File: config.mk
export PLATFORM = sky130hd
export DESIGN_NAME = bus_grant_ctrl
export DESIGN_NICKNAME = d
export VERILOG_FILES = /design/src/rtl/bus_arb_pkg.sv /design/src/rtl/onehot_to_bin.sv /design/src/rtl/bus_grant_ctrl.sv
export SDC_FILE = /design/constraint.sdc
export NUM_CORES = 1
export LEC_CHECK = 0
export ABC_AREA = 1
export CORE_ASPECT_RATIO = 2
export CORE_MARGIN = 8
export CORE_UTILIZATION = 45
export DETAILED_ROUTE_END_ITERATION = 10
export PLACE_DENSITY_LB_ADDON = 0.1
export REMOVE_ABC_BUFFERS = 1
export SETUP_SLACK_MARGIN = 0.2
export SKIP_LAST_GASP = 1
export SLEW_MARGIN = 20
export SYNTH_ARGS = -nofsm -noshare
export SYNTH_HDL_FRONTEND = slang
export SYNTH_HIERARCHICAL = 1
export SYNTH_SLANG_ARGS = --single-unit
File: constraint.sdc
create_clock -name clk -period 1.35 [get_ports clk]
set_input_delay 0.27 -clock clk [delete_from_list [all_inputs] [get_ports clk]]
set_output_delay 0.27 -clock clk [all_outputs]
set_load 0.005 [all_outputs]
File: src/rtl/bus_arb_pkg.sv
// Shared types and sizing for the shared-bus arbitration path.
// Used by the grant controller and the one-hot encoder.
package bus_arb_pkg;

    localparam int NUM_MASTERS = 8;
    localparam int ID_W        = 3;

    typedef enum logic [1:0] {
        IDLE   = 2'd0,
        SAMPLE = 2'd1,
        GRANT  = 2'd2,
        TURN   = 2'd3
    } arb_state_t;

endpackage

File: src/rtl/onehot_to_bin.sv
// One-hot to binary index encoder (8 -> 3).
// Shared by the grant path and bus decode logic.
module onehot_to_bin
    import bus_arb_pkg::*;
(
    input  logic [NUM_MASTERS-1:0] onehot,
    output logic [ID_W-1:0]        bin
);

    // OR-reduction form: exact for one-hot inputs, no priority chain.
    always_comb begin
        bin = '0;
        for (int i = 0; i < NUM_MASTERS; i++) begin
            if (onehot[i]) begin
                bin = bin | ID_W'(i);
            end
        end
    end

endmodule

File: src/rtl/bus_grant_ctrl.sv
// Bus grant controller: arbitrates through the external priority generator,
// holds the grant until request drop or hold timeout, then inserts a dead cycle.
module bus_grant_ctrl
    import bus_arb_pkg::*;
#(
    parameter int MAX_HOLD = 64,
    parameter int CNT_W    = 7
) (
    input  logic                   clk,
    input  logic                   rst,
    input  logic [NUM_MASTERS-1:0] req,
    output logic [NUM_MASTERS-1:0] pri_req,
    output logic                   pri_en,
    input  logic [NUM_MASTERS-1:0] pri_onehot,
    output logic [NUM_MASTERS-1:0] grant,
    output logic [ID_W-1:0]        grant_id,
    output logic                   bus_busy,
    output logic                   timeout
);

    arb_state_t             state, state_n;
    logic [NUM_MASTERS-1:0] grant_n;
    logic [ID_W-1:0]        grant_id_n;
    logic                   bus_busy_n;
    logic                   timeout_n;
    logic [CNT_W-1:0]       hold_cnt, hold_cnt_n;
    logic [NUM_MASTERS-1:0] penalty_mask, penalty_mask_n;
    logic [ID_W-1:0]        winner_id;
    logic                   winner_valid;

    onehot_to_bin u_enc (
        .onehot (pri_onehot),
        .bin    (winner_id)
    );

    assign pri_req      = req & ~penalty_mask;
    // Winner must still be requesting when the registered result arrives.
    assign winner_valid = (pri_onehot != '0) && ((pri_onehot & req) != '0);

    always_ff @(posedge clk) begin
        if (rst) begin
            state        <= IDLE;
            grant        <= '0;
            grant_id     <= '0;
            bus_busy     <= 1'b0;
            timeout      <= 1'b0;
            hold_cnt     <= '0;
            penalty_mask <= '0;
        end else begin
            state        <= state_n;
            grant        <= grant_n;
            grant_id     <= grant_id_n;
            bus_busy     <= bus_busy_n;
            timeout      <= timeout_n;
            hold_cnt     <= hold_cnt_n;
            penalty_mask <= penalty_mask_n;
        end
    end

    always_comb begin
        state_n        = state;
        grant_n        = grant;
        grant_id_n     = grant_id;
        bus_busy_n     = bus_busy;
        timeout_n      = 1'b0;
        hold_cnt_n     = hold_cnt;
        penalty_mask_n = penalty_mask;
        pri_en         = 1'b0;

        case (state)
            IDLE: begin
                if (pri_req != '0) begin
                    // Kept low under reset so the generator never latches then.
                    pri_en  = ~rst;
                    state_n = SAMPLE;
                end else if (penalty_mask != '0) begin
                    penalty_mask_n = '0;
                end
            end

            SAMPLE: begin
                if (winner_valid) begin
                    grant_n        = pri_onehot;
                    grant_id_n     = winner_id;
                    bus_busy_n     = 1'b1;
                    hold_cnt_n     = CNT_W'(1);
                    penalty_mask_n = '0;
                    state_n        = GRANT;
                end else begin
                    state_n = IDLE;
                end
            end

            GRANT: begin
                if (!req[grant_id]) begin
                    grant_n    = '0;
                    bus_busy_n = 1'b0;
                    hold_cnt_n = '0;
                    state_n    = TURN;
                end else if (hold_cnt == CNT_W'(MAX_HOLD)) begin
                    grant_n        = '0;
                    bus_busy_n     = 1'b0;
                    timeout_n      = 1'b1;
                    penalty_mask_n = grant;
                    hold_cnt_n     = '0;
                    state_n        = TURN;
                end else begin
                    hold_cnt_n = hold_cnt + CNT_W'(1);
                end
            end

            TURN: begin
                state_n = IDLE;
            end

            default: begin
                state_n = IDLE;
            end
        endcase
    end

endmodule

# Yosys cells after proc, flatten, opt, wreduce, memory -nomap -nowiden
# Index checks and enable logic that the tools add are counted.
[classes] addsub=1 n_lt_le_gt_ge=1 n_eq_ne=11 muxes=35 n_bitwise=6 reduce_logical=14
[ops] operator="2-to-1 mux 8 bit" n=8
[ops] operator="nonzero test 8 bit" n=4
[ops] operator="one-hot mux 8 bit (3 select lines)" n=1
[ops] operator="2-to-1 mux 7 bit" n=3
[ops] operator="AND 8 bit" n=2
[ops] operator="one-hot mux 8 bit (2 select lines)" n=1
[ops] operator="one-hot mux 7 bit (2 select lines)" n=1
[ops] operator="2-to-1 mux 2 bit" n=6
[ops] operator="2-to-1 mux 3 bit" n=4
[ops] operator="!= test 2 bit, second input constant" n=6
[ops] operator="2-to-1 mux 1 bit" n=8
[ops] operator="NOT 8 bit" n=1
[ops] operator="one-hot mux 2 bit (4 select lines)" n=1
[ops] operator="adder 7 x 1 -> 7 bit, second input constant" n=1
[ops] operator="equality test 7 bit, second input constant" n=1
[ops] operator="AND reduction 2 bit" n=3
[ops] operator="AND reduction 6 bit" n=1
[ops] operator="equality test 2 bit, second input constant" n=2
[ops] operator="< comparator 3 x 4 -> 1 bit, second input constant" n=1
[ops] operator="binary-select mux 1 bit (select 3 bit)" n=1
[ops] operator="!= test 3 bit, second input constant" n=1
[ops] operator="NOT 1 bit" n=3
[ops] operator="AND reduction 3 bit" n=1
[ops] operator="nonzero test 3 bit" n=1
[ops] operator="other kinds (6)" n=6
[word_totals] register_bits=30 input_bits=18 out_inout_bits=22 word_cells=75

# Depth between registers and ports, before layout
# Gate-level depths: netlist of run 1.
[depth] ltp_word=7 mapped_depth=11 ltp_nobuf=11

# Hierarchy
# Netlist of run 1, hierarchy kept.
[modules_own_cells] mod="bus_grant_ctrl" instances=1 cells_per_inst=260 area_each_um2=1686.6 seq_area_each_um2=600.6
[modules_own_cells] mod="onehot_to_bin" instances=1 cells_per_inst=8 area_each_um2=32.5 seq_area_each_um2=0.0

# Worst setup path before layout of run 1
# No wires, ideal clock.
[synth_path] path_type="register to register" startpoint="register hold_cnt[0]" endpoint="register penalty_mask[5]" setup_ns=0.113 arrival_time_ns=1.282 required_time_ns=1.237 slack_ns=-0.044 stages_incl_launch_ff=12 n_path_buf=0 synth_period_minus_slack_ns=1.394 cell_sequence="dfxtp_1 > inv_1 > ha_1 > nand2_1 > clkinv_1 > nand3_1 > o21ai_2 > nand3_1 > nor2_4 > nand3_1 > nand2_1 > nor2_1"
[synth_between] elab_chain_len=3
[synth_lines] item="from (decl)" line="bus_grant_ctrl.sv:26" rtl="logic [CNT_W-1:0] hold_cnt, hold_cnt_n;"
[synth_lines] item="from (signal assigned)" line="bus_grant_ctrl.sv:55" rtl="hold_cnt <= hold_cnt_n;"
[synth_lines] item="equality test 7 bit" line="bus_grant_ctrl.sv:100" rtl="end else if (hold_cnt == CNT_W'(MAX_HOLD)) begin"
[synth_lines] item="!= test 2 bit (no line)"
[synth_lines] item="AND reduction 6 bit (no line)"
[synth_lines] item="to (signal assigned)" line="bus_grant_ctrl.sv:56" rtl="penalty_mask <= penalty_mask_n;"
[synth_lines] item="to (decl)" line="bus_grant_ctrl.sv:27" rtl="logic [NUM_MASTERS-1:0] penalty_mask, penalty_mask_n;"
# Every way passes these cells.
# A chain may end at the register's enable or synchronous reset.

# Final worst setup path of run 1
[layout_path] startpoint="register penalty_mask[2]" endpoint="register penalty_mask[6]"
[layout_between] elab_chain_len=5 word_cells_on_any_way=7 classes_between="eq/ne: 2; bitwise: 2; reduce/logical: 3"
[layout_lines] item="NOT 8 bit" line="bus_grant_ctrl.sv:36" rtl="assign pri_req = req & ~penalty_mask;"
[layout_lines] item="AND 8 bit" line="bus_grant_ctrl.sv:36"
[layout_lines] item="nonzero test 8 bit" line="bus_grant_ctrl.sv:72" rtl="if (pri_req != '0) begin"
[layout_lines] item="!= test 2 bit (no line)"
[layout_lines] item="AND reduction 6 bit (no line) *"
# Mark *: on every way between the ends. The rest lies on a longest branch, timed or not.

==> impl_results.html, run 1 <==
<table>
<tr><th>Metric</th><th>Value</th></tr>
<tr><th colspan="2">Status</th></tr>
<tr><td>Run status</td><td>finished, violations left</td></tr>
<tr><td>Failing checks</td><td>negative setup slack</td></tr>
<tr><th colspan="2">STA</th></tr>
<tr><td>Worst Clk Skew</td><td>0.00387 ns</td></tr>
<tr><td>Worst hold-check slack</td><td>0.462 ns</td></tr>
<tr><td>Final-report max-slew violation count</td><td>0</td></tr>
<tr><td>Final setup vio count</td><td>31</td></tr>
<tr><td>Final critical path time including I/O delays and setup</td><td>1.68 ns</td></tr>
<tr><td>Unrepaired setup endpoints after global routing</td><td>true</td></tr>
<tr><td>Max Freq</td><td>596 MHz</td></tr>
<tr><td>Hold Violations, Final</td><td>0</td></tr>
<tr><td>Max-slew headroom at the worst pin</td><td>81.8%</td></tr>
<tr><td>Worst-margin pin slew</td><td>0.272 ns</td></tr>
<tr><td>Final period util</td><td>124%</td></tr>
<tr><td>Minimum setup slack in the final design</td><td>-0.327 ns</td></tr>
<tr><th colspan="2">CTS</th></tr>
<tr><td>Clock tree from TritonCTS</td><td>built</td></tr>
<tr><td># H-tree levels</td><td>2</td></tr>
<tr><td>Clock transition at path regs</td><td>0.06 ns</td></tr>
<tr><td>Clk Latency, worst-skew pair</td><td>0.29 ns</td></tr>
<tr><td>CTS Root Cell</td><td>sky130_fd_sc_hd__clkbuf_8</td></tr>
<tr><td>Clock Sink Count</td><td>30</td></tr>
<tr><td>CTS buffer count</td><td>5</td></tr>
<tr><td>Max Buffers Root-to-Sink</td><td>2</td></tr>
<tr><td>Number of buffers inserted by hold repair at cts</td><td>0</td></tr>
<tr><th colspan="2">Worst setup path</th></tr>
<tr><td>Family with the most delay on the worst path</td><td>simple AND/OR/NAND/NOR gates</td></tr>
<tr><td>Data required time at the worst endpoint</td><td>1.53 ns</td></tr>
<tr><td>Max stage delay on crit path</td><td>0.34 ns</td></tr>
<tr><td>Slowest library cell on the worst path</td><td>sky130_fd_sc_hd__dfxtp_2</td></tr>
<tr><td>Data arrival time of the critical path</td><td>1.86 ns</td></tr>
<tr><td>Register-to-register setup slack</td><td>-0.33 ns</td></tr>
<tr><td>Most common cell on crit path</td><td>sky130_fd_sc_hd__nand2_2</td></tr>
<tr><td>Startpoint-to-endpoint class of the critical path</td><td>flop to flop</td></tr>
<tr><td>List of cells traversed by the critical path</td><td>inv_2 &gt; nand2_2 &gt; nand2_2 &gt; nor2_4 &gt; nand2_2 &gt; nand2_2 &gt; buf_6 &gt; buf_6 &gt; nand3_4 &gt; nor2_4 &gt; nand3_1 &gt; nand2_1 &gt; nor2_1</td></tr>
<tr><td>Kind of capture point of the worst setup path</td><td>flop</td></tr>
<tr><td>Peak fanout along the critical path</td><td>8</td></tr>
<tr><td>Critical path startpoint category</td><td>flop</td></tr>
<tr><td>Number of buffer and inverter instances along the worst setup path</td><td>3</td></tr>
<tr><th colspan="2">Placement</th></tr>
<tr><td>Setup WS pre-CTS</td><td>-0.603 ns</td></tr>
<tr><td>Final estimated routing congestion in global placement</td><td>0.811</td></tr>
<tr><td># port buffers</td><td>39</td></tr>
<tr><td>Cell area after placement</td><td>2530 um2</td></tr>
<tr><td>Final HPWL DP</td><td>3840 um</td></tr>
<tr><td>Cell Count Post-Placement</td><td>401</td></tr>
<tr><th colspan="2">Pwr</th></tr>
<tr><td>Register share of total power</td><td>30.9%</td></tr>
<tr><td>Logic gate share of total power</td><td>48.7%</td></tr>
<tr><td>Total power draw</td><td>3590 uW</td></tr>
<tr><td>Switching Power</td><td>1330 uW</td></tr>
<tr><td>Power density normalized to cell area</td><td>~1100 nW/um2</td></tr>
<tr><td>Sw Ratio</td><td>37.1%</td></tr>
<tr><td>Maximum resistive drop on vdd</td><td>about 0.0011 V</td></tr>
<tr><td>Internal Pwr Total</td><td>2260 uW</td></tr>
<tr><td>Clock power share</td><td>20.4%</td></tr>
<tr><td>Static leakage</td><td>0.00150 uW</td></tr>
<tr><th colspan="2">Yosys</th></tr>
<tr><td>Largest family of logic cells by synthesized area</td><td>simple AND/OR/NAND/NOR gates</td></tr>
<tr><td>Async set or reset register ratio after synthesis</td><td>0%</td></tr>
<tr><td>Area share of xor/xnor cells in the synthesized design</td><td>1.02%</td></tr>
<tr><td>Per-instance average area after synthesis</td><td>6.41 um2</td></tr>
<tr><td>Most used flip-flop cell after synthesis</td><td>sky130_fd_sc_hd__dfxtp_1</td></tr>
<tr><td>Cell area after technology mapping</td><td>1720 um2</td></tr>
<tr><td>Yosys top cell area share</td><td>between 30% and 40%</td></tr>
<tr><td>Cells after Synth</td><td>268</td></tr>
<tr><td>Distinct cell type count after synthesis</td><td>23</td></tr>
<tr><td>#FFs+latches synth</td><td>30</td></tr>
<tr><td>Proportion of synthesized area in mux cells</td><td>0%</td></tr>
<tr><td>Fraction of the mapped netlist area in adder cells</td><td>between 1 and 1.5%</td></tr>
<tr><td>Yosys warning count</td><td>6</td></tr>
<tr><td>Part of the Yosys area used for sequential elements</td><td>34.9%</td></tr>
<tr><td>Cells taking the most area after synthesis</td><td>sky130_fd_sc_hd__dfxtp_1, sky130_fd_sc_hd__nand2_1, sky130_fd_sc_hd__nor2_1</td></tr>
<tr><td>Biggest area consumer among synthesized cells</td><td>sky130_fd_sc_hd__dfxtp_1</td></tr>
<tr><td>Simple-gate share of the synthesized area</td><td>43.2%</td></tr>
<tr><td>Number of synthesized flops with an enable pin</td><td>0</td></tr>
<tr><td>Synth Area in Compound Gates</td><td>10.6%</td></tr>
<tr><th colspan="2">Die</th></tr>
<tr><td>Die Area</td><td>6170 um2</td></tr>
<tr><td>Initial Utilization</td><td>about 46%</td></tr>
<tr><td>Standard-cell rows</td><td>32</td></tr>
<tr><td># IOs</td><td>40</td></tr>
<tr><td>Die span in x</td><td>59.7 um</td></tr>
<tr><td>Die Y</td><td>about 100 um</td></tr>
<tr><td>Core box area</td><td>3760 um2</td></tr>
<tr><th colspan="2">Route</th></tr>
<tr><td>Routed wire length</td><td>7070 um</td></tr>
<tr><td>Number of nets still failing antenna checks after routing</td><td>0</td></tr>
<tr><td>Total via count in the routed design</td><td>2,232</td></tr>
<tr><td>Number of vias per cell after detailed routing</td><td>5.05</td></tr>
<tr><td>Post-route DRC violation count</td><td>0</td></tr>
<tr><td>First-iteration detailed-routing DRC count</td><td>between 60 and 70</td></tr>
<tr><td>Routed wire per std cell</td><td>16.0 um</td></tr>
<tr><td>Pre-antenna DRT Iters</td><td>5</td></tr>
<tr><th colspan="2">Global routing</th></tr>
<tr><td>Global route overflow</td><td>0</td></tr>
<tr><td>Routing usage on met1</td><td>18.2%</td></tr>
<tr><td>All-Layer GR Usage</td><td>19.4%</td></tr>
<tr><td>Largest net degree at the start of global routing</td><td>23</td></tr>
<tr><td>Met2 routing resource usage after global routing</td><td>37.0%</td></tr>
<tr><td>Initial antenna violation count</td><td>0</td></tr>
<tr><td>Routing usage on met3</td><td>4.71%</td></tr>
<tr><td>Wire length of the first global-routing pass</td><td>9160 um</td></tr>
<tr><td>Most Crowded Layer GR</td><td>met2</td></tr>
<tr><td>Number of global-route vias before repair</td><td>about 2,100</td></tr>
<tr><th colspan="2">Layout</th></tr>
<tr><td>Post-layout net count</td><td>412</td></tr>
<tr><td>Seq. cell area</td><td>633 um2</td></tr>
<tr><td>Leading cell type in the layout, fill and taps excluded</td><td>sky130_fd_sc_hd__nand2_1</td></tr>
<tr><td>FILL cells</td><td>233</td></tr>
<tr><td>Fraction of layout instances using a drive strength above 1</td><td>60.1%</td></tr>
<tr><td>Post-route non-filler standard cell count</td><td>442</td></tr>
<tr><td>Most frequent cells in the layout</td><td>sky130_fd_sc_hd__nand2_1, sky130_fd_sc_hd__buf_4, sky130_fd_sc_hd__buf_6, sky130_fd_sc_hd__nor2_1, sky130_fd_sc_hd__nand2_2</td></tr>
<tr><td>Multi-input gate area in the final layout</td><td>1280 um2</td></tr>
<tr><td>Number of antenna repair diodes</td><td>0</td></tr>
<tr><td>Post-route design area</td><td>3240 um2</td></tr>
<tr><td>Layout overhead on the synthesized area</td><td>88.3%</td></tr>
<tr><th colspan="2">Hold path</th></tr>
<tr><td>Type of the worst min-delay path</td><td>primary input to flop</td></tr>
<tr><th colspan="2">Run</th></tr>
<tr><td>Max-cap viol count</td><td>0</td></tr>
</table>
final timing paths:
path                                                   start                           end  cells after the start
worst max-delay path            penalty_mask[2]$_SDFFE_PP0P_  penalty_mask[6]$_SDFFE_PP0P_                     13
worst min-delay path                           pri_onehot[3]         grant[3]$_SDFFE_PP0P_                      4
worst max register to register  penalty_mask[2]$_SDFFE_PP0P_  penalty_mask[6]$_SDFFE_PP0P_                     13
worst min register to register         bus_busy$_SDFFE_PP0P_         bus_busy$_SDFFE_PP0P_                      2
power groups by stage:
stage / Combinational [uW] / Sequential [uW] / Clock [uW]
final: 1750 / 1110 / 733
after global routing: 1870 / 1120 / 764
after CTS: 1380 / 1090 / 723
after detailed placement: 1190 / 1090 / 0
after global placement: 1170 / 1080 / 0
after floorplan: 593 / 1090 / 0
flip-flops by register name (all words and copies together) (netlist names), named ones only:
signal        count
grant             8
penalty_mask      8
hold_cnt          7
grant_id          3
bus_busy          1
state             1
timeout           1
cell families (layout without fill, tap and decap cells):
logic type	after synthesis	count (layout)
flip-flops	30	30
AND/OR/NAND/NOR	167	167
adder cells (fa/ha/maj)	2	2
XOR/XNOR	2	2
buffers and inverters	38	161
AO/OA/AOI/OAI	29	29
synthesized netlist by cell type, types with 3 or more instances:
library cell / n
sky130_fd_sc_hd__a21oi_1: 9
sky130_fd_sc_hd__dfxtp_1: 30
sky130_fd_sc_hd__inv_1: 30
sky130_fd_sc_hd__inv_2: 3
sky130_fd_sc_hd__nand2_1: 88
sky130_fd_sc_hd__nand2_2: 5
sky130_fd_sc_hd__nand2_4: 4
sky130_fd_sc_hd__nand3_1: 16
sky130_fd_sc_hd__nand4_1: 4
sky130_fd_sc_hd__nor2_1: 40
sky130_fd_sc_hd__nor2_2: 3
sky130_fd_sc_hd__nor2_4: 4
sky130_fd_sc_hd__o21ai_0: 7
sky130_fd_sc_hd__o21ai_1: 3
sky130_fd_sc_hd__o21ai_2: 10
metrics by stage:
step,setup TNS [ns],util (%)
4_1_cts,-2.23,76.7
2_1_floorplan,-0.409,-
3_5_place_dp,-18.14,67.2
5_1_grt,-7.08,86.0
6_report,-5.09,86.0
3_3_place_gp,-17.02,67.2
layer usage:
layer,share of wire [%],wire length (um)
met3,5.6,399
met4,3.3,232
met1,39,2730
met5,0,0
met2,52,3710
area by class of cell:
cell class,instances,share of cell area (%)
inverters,34,4.25
flip-flops and latches,30,19.6
well taps,51,1.97
multi-input cells,200,39.5
clock buffers,6,2.55
repair buffers,121,32.2
what timing repair did:
action | CTS | global route
pin swaps | 33 | 49
setup endpoints to repair | 52 | 50
setup buffers | 16 | 19
gates resized for setup | 160 | 93
endpoints found under the hold margin | 0 | 0
worst min-delay path, cell delays in order:
cell,delay [ns]
sky130_fd_sc_hd__dlygate4sd2_1,0.22
sky130_fd_sc_hd__buf_4,0.12
sky130_fd_sc_hd__nand2_1,0.06
sky130_fd_sc_hd__o21ai_2,0.05
Power figures use the tool's default switching activity.
==> run 2: changes to the inputs <==
Settings changed: TNS_END_PERCENT from default to 1.
==> impl_results.html, run 2 (synthesized netlist as in run 1, its figures left out) <==
<table>
<tr><th>Metric</th><th>Value</th></tr>
<tr><th colspan="2">Status</th></tr>
<tr><td>Run status</td><td>finished, violations left</td></tr>
<tr><td>Failing checks</td><td>negative setup slack</td></tr>
<tr><th colspan="2">Pwr</th></tr>
<tr><td>Power density normalized to cell area</td><td>1130 nW/um2 (+1.5%)</td></tr>
<tr><td>Total power draw</td><td>3100 uW (-14%)</td></tr>
<tr><td>Static leakage</td><td>0.00130 uW (-13%)</td></tr>
<tr><td>Maximum resistive drop on vdd</td><td>0.000986 V (-10%)</td></tr>
<tr><th colspan="2">CTS</th></tr>
<tr><td>Clock Sink Count</td><td>30 (unchanged)</td></tr>
<tr><td>Clk Latency, worst-skew pair</td><td>0.28 ns (about the same)</td></tr>
<tr><td>Clock transition at path regs</td><td>0.06 ns (about the same)</td></tr>
<tr><td>Number of buffers inserted by hold repair at cts</td><td>0 (unchanged)</td></tr>
<tr><td>Clock tree from TritonCTS</td><td>built</td></tr>
<tr><td>Max Buffers Root-to-Sink</td><td>2 (unchanged)</td></tr>
<tr><td># H-tree levels</td><td>2 (unchanged)</td></tr>
<tr><td>CTS Root Cell</td><td>sky130_fd_sc_hd__clkbuf_8</td></tr>
<tr><td>CTS buffer count</td><td>5 (unchanged)</td></tr>
<tr><th colspan="2">STA</th></tr>
<tr><td>Unrepaired setup endpoints after global routing</td><td>true</td></tr>
<tr><td>Final setup vio count</td><td>43 (+39%)</td></tr>
<tr><td>Hold Violations, Final</td><td>0 (unchanged)</td></tr>
<tr><td>Worst hold-check slack</td><td>0.368 ns (-0.0937 ns)</td></tr>
<tr><td>Minimum setup slack in the final design</td><td>-0.241 ns (+0.0851 ns)</td></tr>
<tr><td>Worst Clk Skew</td><td>0.00452 ns (+0.000642 ns)</td></tr>
<tr><td>Final-report max-slew violation count</td><td>0 (unchanged)</td></tr>
<tr><td>Worst-margin pin slew</td><td>0.297 ns (+0.0247 ns)</td></tr>
<tr><td>Final critical path time including I/O delays and setup</td><td>1.59 ns (-0.0851 ns)</td></tr>
<tr><td>Final period util</td><td>118% (-6.3 points)</td></tr>
<tr><td>Max Freq</td><td>628 MHz (+5.3%)</td></tr>
<tr><td>Max-slew headroom at the worst pin</td><td>80.0% (-1.8 points)</td></tr>
<tr><th colspan="2">Worst setup path</th></tr>
<tr><td>List of cells traversed by the critical path</td><td>inv_2 &gt; nand2_2 &gt; nand2_2 &gt; nor2_4 &gt; nand2_2 &gt; nand2_2 &gt; buf_4 &gt; nor2_1 &gt; buf_2</td></tr>
<tr><td>R2r worst-path depth</td><td>13 (unchanged)</td></tr>
<tr><td>Peak fanout along the critical path</td><td>2 (-6)</td></tr>
<tr><td>Slowest library cell on the worst path</td><td>sky130_fd_sc_hd__dfxtp_2</td></tr>
<tr><td>Critical register-to-register path endpoint</td><td>penalty_mask[0]$_SDFFE_PP0P_</td></tr>
<tr><td>Startpoint-to-endpoint class of the critical path</td><td>flop to output pin</td></tr>
<tr><td>Data required time at the worst endpoint</td><td>1.08 ns (-0.45 ns)</td></tr>
<tr><td>Most common cell on crit path</td><td>sky130_fd_sc_hd__nand2_2</td></tr>
<tr><td>Launching point of the worst reg2reg path</td><td>penalty_mask[2]$_SDFFE_PP0P_</td></tr>
<tr><td>Critical path startpoint category</td><td>flop</td></tr>
<tr><td>Number of buffer and inverter instances along the worst setup path</td><td>3 (unchanged)</td></tr>
<tr><td>Family with the most delay on the worst path</td><td>simple AND/OR/NAND/NOR gates</td></tr>
<tr><td>Kind of capture point of the worst setup path</td><td>output pin</td></tr>
<tr><td>Max stage delay on crit path</td><td>0.33 ns (about the same)</td></tr>
<tr><td>Data arrival time of the critical path</td><td>1.32 ns (-0.54 ns)</td></tr>
<tr><td>Register-to-register setup slack</td><td>-0.22 ns (+0.11 ns)</td></tr>
<tr><th colspan="2">Layout</th></tr>
<tr><td>Post-layout net count</td><td>384 (-6.8%)</td></tr>
<tr><td>Multi-input gate area in the final layout</td><td>1060 um2 (-17%)</td></tr>
<tr><td>Number of antenna repair diodes</td><td>0 (unchanged)</td></tr>
<tr><td>Fraction of layout instances using a drive strength above 1</td><td>35.0% (-25 points)</td></tr>
<tr><td>Layout overhead on the synthesized area</td><td>60.0%</td></tr>
<tr><td>Final design utilization</td><td>73.1% (-13 points)</td></tr>
<tr><td>Most frequent cells in the layout</td><td>sky130_fd_sc_hd__nand2_1, sky130_fd_sc_hd__buf_4, sky130_fd_sc_hd__nor2_1, sky130_fd_sc_hd__inv_1, sky130_fd_sc_hd__dfxtp_1</td></tr>
<tr><td>Leading cell type in the layout, fill and taps excluded</td><td>sky130_fd_sc_hd__nand2_1</td></tr>
<tr><td>Post-route design area</td><td>2750 um2 (-15%)</td></tr>
<tr><td>Top Registers</td><td>grant (8), penalty_mask (8), hold_cnt (7)</td></tr>
<tr><td>FILL cells</td><td>345 (+48%)</td></tr>
<tr><td>Seq. cell area</td><td>609 um2 (-3.8%)</td></tr>
<tr><th colspan="2">Hold path</th></tr>
<tr><td>Hold Path Sink</td><td>grant[2]$_SDFFE_PP0P_</td></tr>
<tr><td>Launch instance of the worst min-delay path</td><td>pri_onehot[2]</td></tr>
<tr><td>Type of the worst min-delay path</td><td>primary input to flop</td></tr>
<tr><td>Min-Delay Path Depth</td><td>4 (unchanged)</td></tr>
<tr><th colspan="2">Global routing</th></tr>
<tr><td>Wire length of the first global-routing pass</td><td>8250 um (-9.9%)</td></tr>
<tr><td>Largest net degree at the start of global routing</td><td>23 (unchanged)</td></tr>
<tr><td>Global route overflow</td><td>0 (unchanged)</td></tr>
<tr><td>All-Layer GR Usage</td><td>17.3% (-2.2 points)</td></tr>
<tr><td>Initial antenna violation count</td><td>0 (unchanged)</td></tr>
<tr><td>Number of global-route vias before repair</td><td>1,930 (-8.6%)</td></tr>
<tr><th colspan="2">Placement</th></tr>
<tr><td>Final HPWL DP</td><td>3840 um (unchanged)</td></tr>
<tr><td># port buffers</td><td>39 (unchanged)</td></tr>
<tr><td>Final estimated routing congestion in global placement</td><td>0.811 (unchanged)</td></tr>
<tr><td>Cell area after placement</td><td>2530 um2 (unchanged)</td></tr>
<tr><td>Setup WS pre-CTS</td><td>-0.603 ns (unchanged)</td></tr>
<tr><th colspan="2">Die</th></tr>
<tr><td>Die Area</td><td>6170 um2 (unchanged)</td></tr>
<tr><td>Core box area</td><td>3760 um2 (unchanged)</td></tr>
<tr><td>Initial Utilization</td><td>45.7% (unchanged)</td></tr>
<tr><td>Die span in x</td><td>59.7 um (unchanged)</td></tr>
<tr><td>Standard-cell rows</td><td>32 (unchanged)</td></tr>
<tr><td>Die Y</td><td>103 um (unchanged)</td></tr>
<tr><td># IOs</td><td>40 (unchanged)</td></tr>
<tr><th colspan="2">Route</th></tr>
<tr><td>Pre-antenna DRT Iters</td><td>4 (-1)</td></tr>
<tr><td>Post-route DRC violation count</td><td>0 (unchanged)</td></tr>
<tr><td>Amount of wire on met3 after detailed routing</td><td>239 um (-40%)</td></tr>
<tr><td>First-iteration detailed-routing DRC count</td><td>30 (-57%)</td></tr>
<tr><td>Total via count in the routed design</td><td>1,942 (-13%)</td></tr>
<tr><td>Routed wire length</td><td>4950 um (-30%)</td></tr>
<tr><td>Number of vias per cell after detailed routing</td><td>4.69 (-7.1%)</td></tr>
<tr><td>Number of nets still failing antenna checks after routing</td><td>0 (unchanged)</td></tr>
<tr><td>DR WL met2</td><td>2700 um (-27%)</td></tr>
<tr><td>Routed wire per std cell</td><td>11.9 um (-25%)</td></tr>
<tr><td>Highest metal layer used by the detailed router</td><td>met4</td></tr>
<tr><td>Routed met1 length</td><td>1930 um (-29%)</td></tr>
<tr><th colspan="2">Run</th></tr>
<tr><td>Max-cap viol count</td><td>0 (unchanged)</td></tr>
</table>
[run 2: cell types whose count changed in the layout (fill, tap and decap cells not counted), moves of 10 or more]
cell,change
sky130_fd_sc_hd__clkdlybuf4s50_1,+20
sky130_fd_sc_hd__buf_6,-27
sky130_fd_sc_hd__dfxtp_1,+17
sky130_fd_sc_hd__dfxtp_2,-16
sky130_fd_sc_hd__nor2_1,+10
[run 2: power breakdown]
group          switching [uW]  internal, uW
clock                     316           392
sequential               77.0          1010
combinational             671           629
[run 2: worst reg2reg max path: stages (launching register included)]
cell and delay, ns:
sky130_fd_sc_hd__dfxtp_2 0.34, sky130_fd_sc_hd__inv_2 0.05, sky130_fd_sc_hd__nand2_2 0.08, sky130_fd_sc_hd__nand2_2 0.07, sky130_fd_sc_hd__nor2_4 0.11, sky130_fd_sc_hd__nand2_2 0.07, sky130_fd_sc_hd__nand2_2 0.08, sky130_fd_sc_hd__buf_6 0.09
sky130_fd_sc_hd__buf_6 0.09, sky130_fd_sc_hd__nand3_4 0.06, sky130_fd_sc_hd__nor2_4 0.23, sky130_fd_sc_hd__nand3_2 0.11, sky130_fd_sc_hd__nand2_2 0.07, sky130_fd_sc_hd__nor2_1 0.03
[run 2: area by class of cell]
class	count	share of cell area, %
Timing Repair Buffer	93	29.4
Multi-Input combinational cell	200	38.4
Clock buffer	6	3.00
Tap cell	51	2.32
Inverter	34	4.64
Sequential cell	30	22.2
[run 2: worst max path at each step]
stage                                       from                           end  slack [ns]  cells after the start
floorplan               hold_cnt[0]$_SDFFE_PP0P_  penalty_mask[5]$_SDFFE_PP0P_       -0.05                     11
global placement                          req[3]                        pri_en       -0.60                      8
detailed placement                        req[3]                        pri_en       -0.60                      8
CTS                 penalty_mask[0]$_SDFFE_PP0P_  penalty_mask[1]$_SDFFE_PP0P_       -0.23                     13
global route        penalty_mask[7]$_SDFFE_PP0P_                        pri_en       -0.32                      9
finish              penalty_mask[2]$_SDFFE_PP0P_                        pri_en       -0.24                      9
[run 2: per-layer routing]
metal,track usage (%),up-vias
li1,-,1019
met1,16.7,875
met3,4.46,7
met5,0,-
met4,6.67,0
met2,32.9,41
[run 2: what timing repair did]
item                       in CTS  in global routing
setup endpoints to repair      52                 52
setup buffers                   5                  2
resized for setup              35                 27
pin swaps                      14                 11
[run 2: per-stage QoR]
| stage | setup TNS, ns | cells |
|---|---|---|
| 3_5_place_dp | -18.14 | 401 |
| 4_1_cts | -5.97 | 412 |
| 3_3_place_gp | -17.02 | 401 |
| 6_report | -4.80 | 414 |
| 5_1_grt | -8.92 | 414 |
| 2_1_floorplan | -0.409 | 264 |
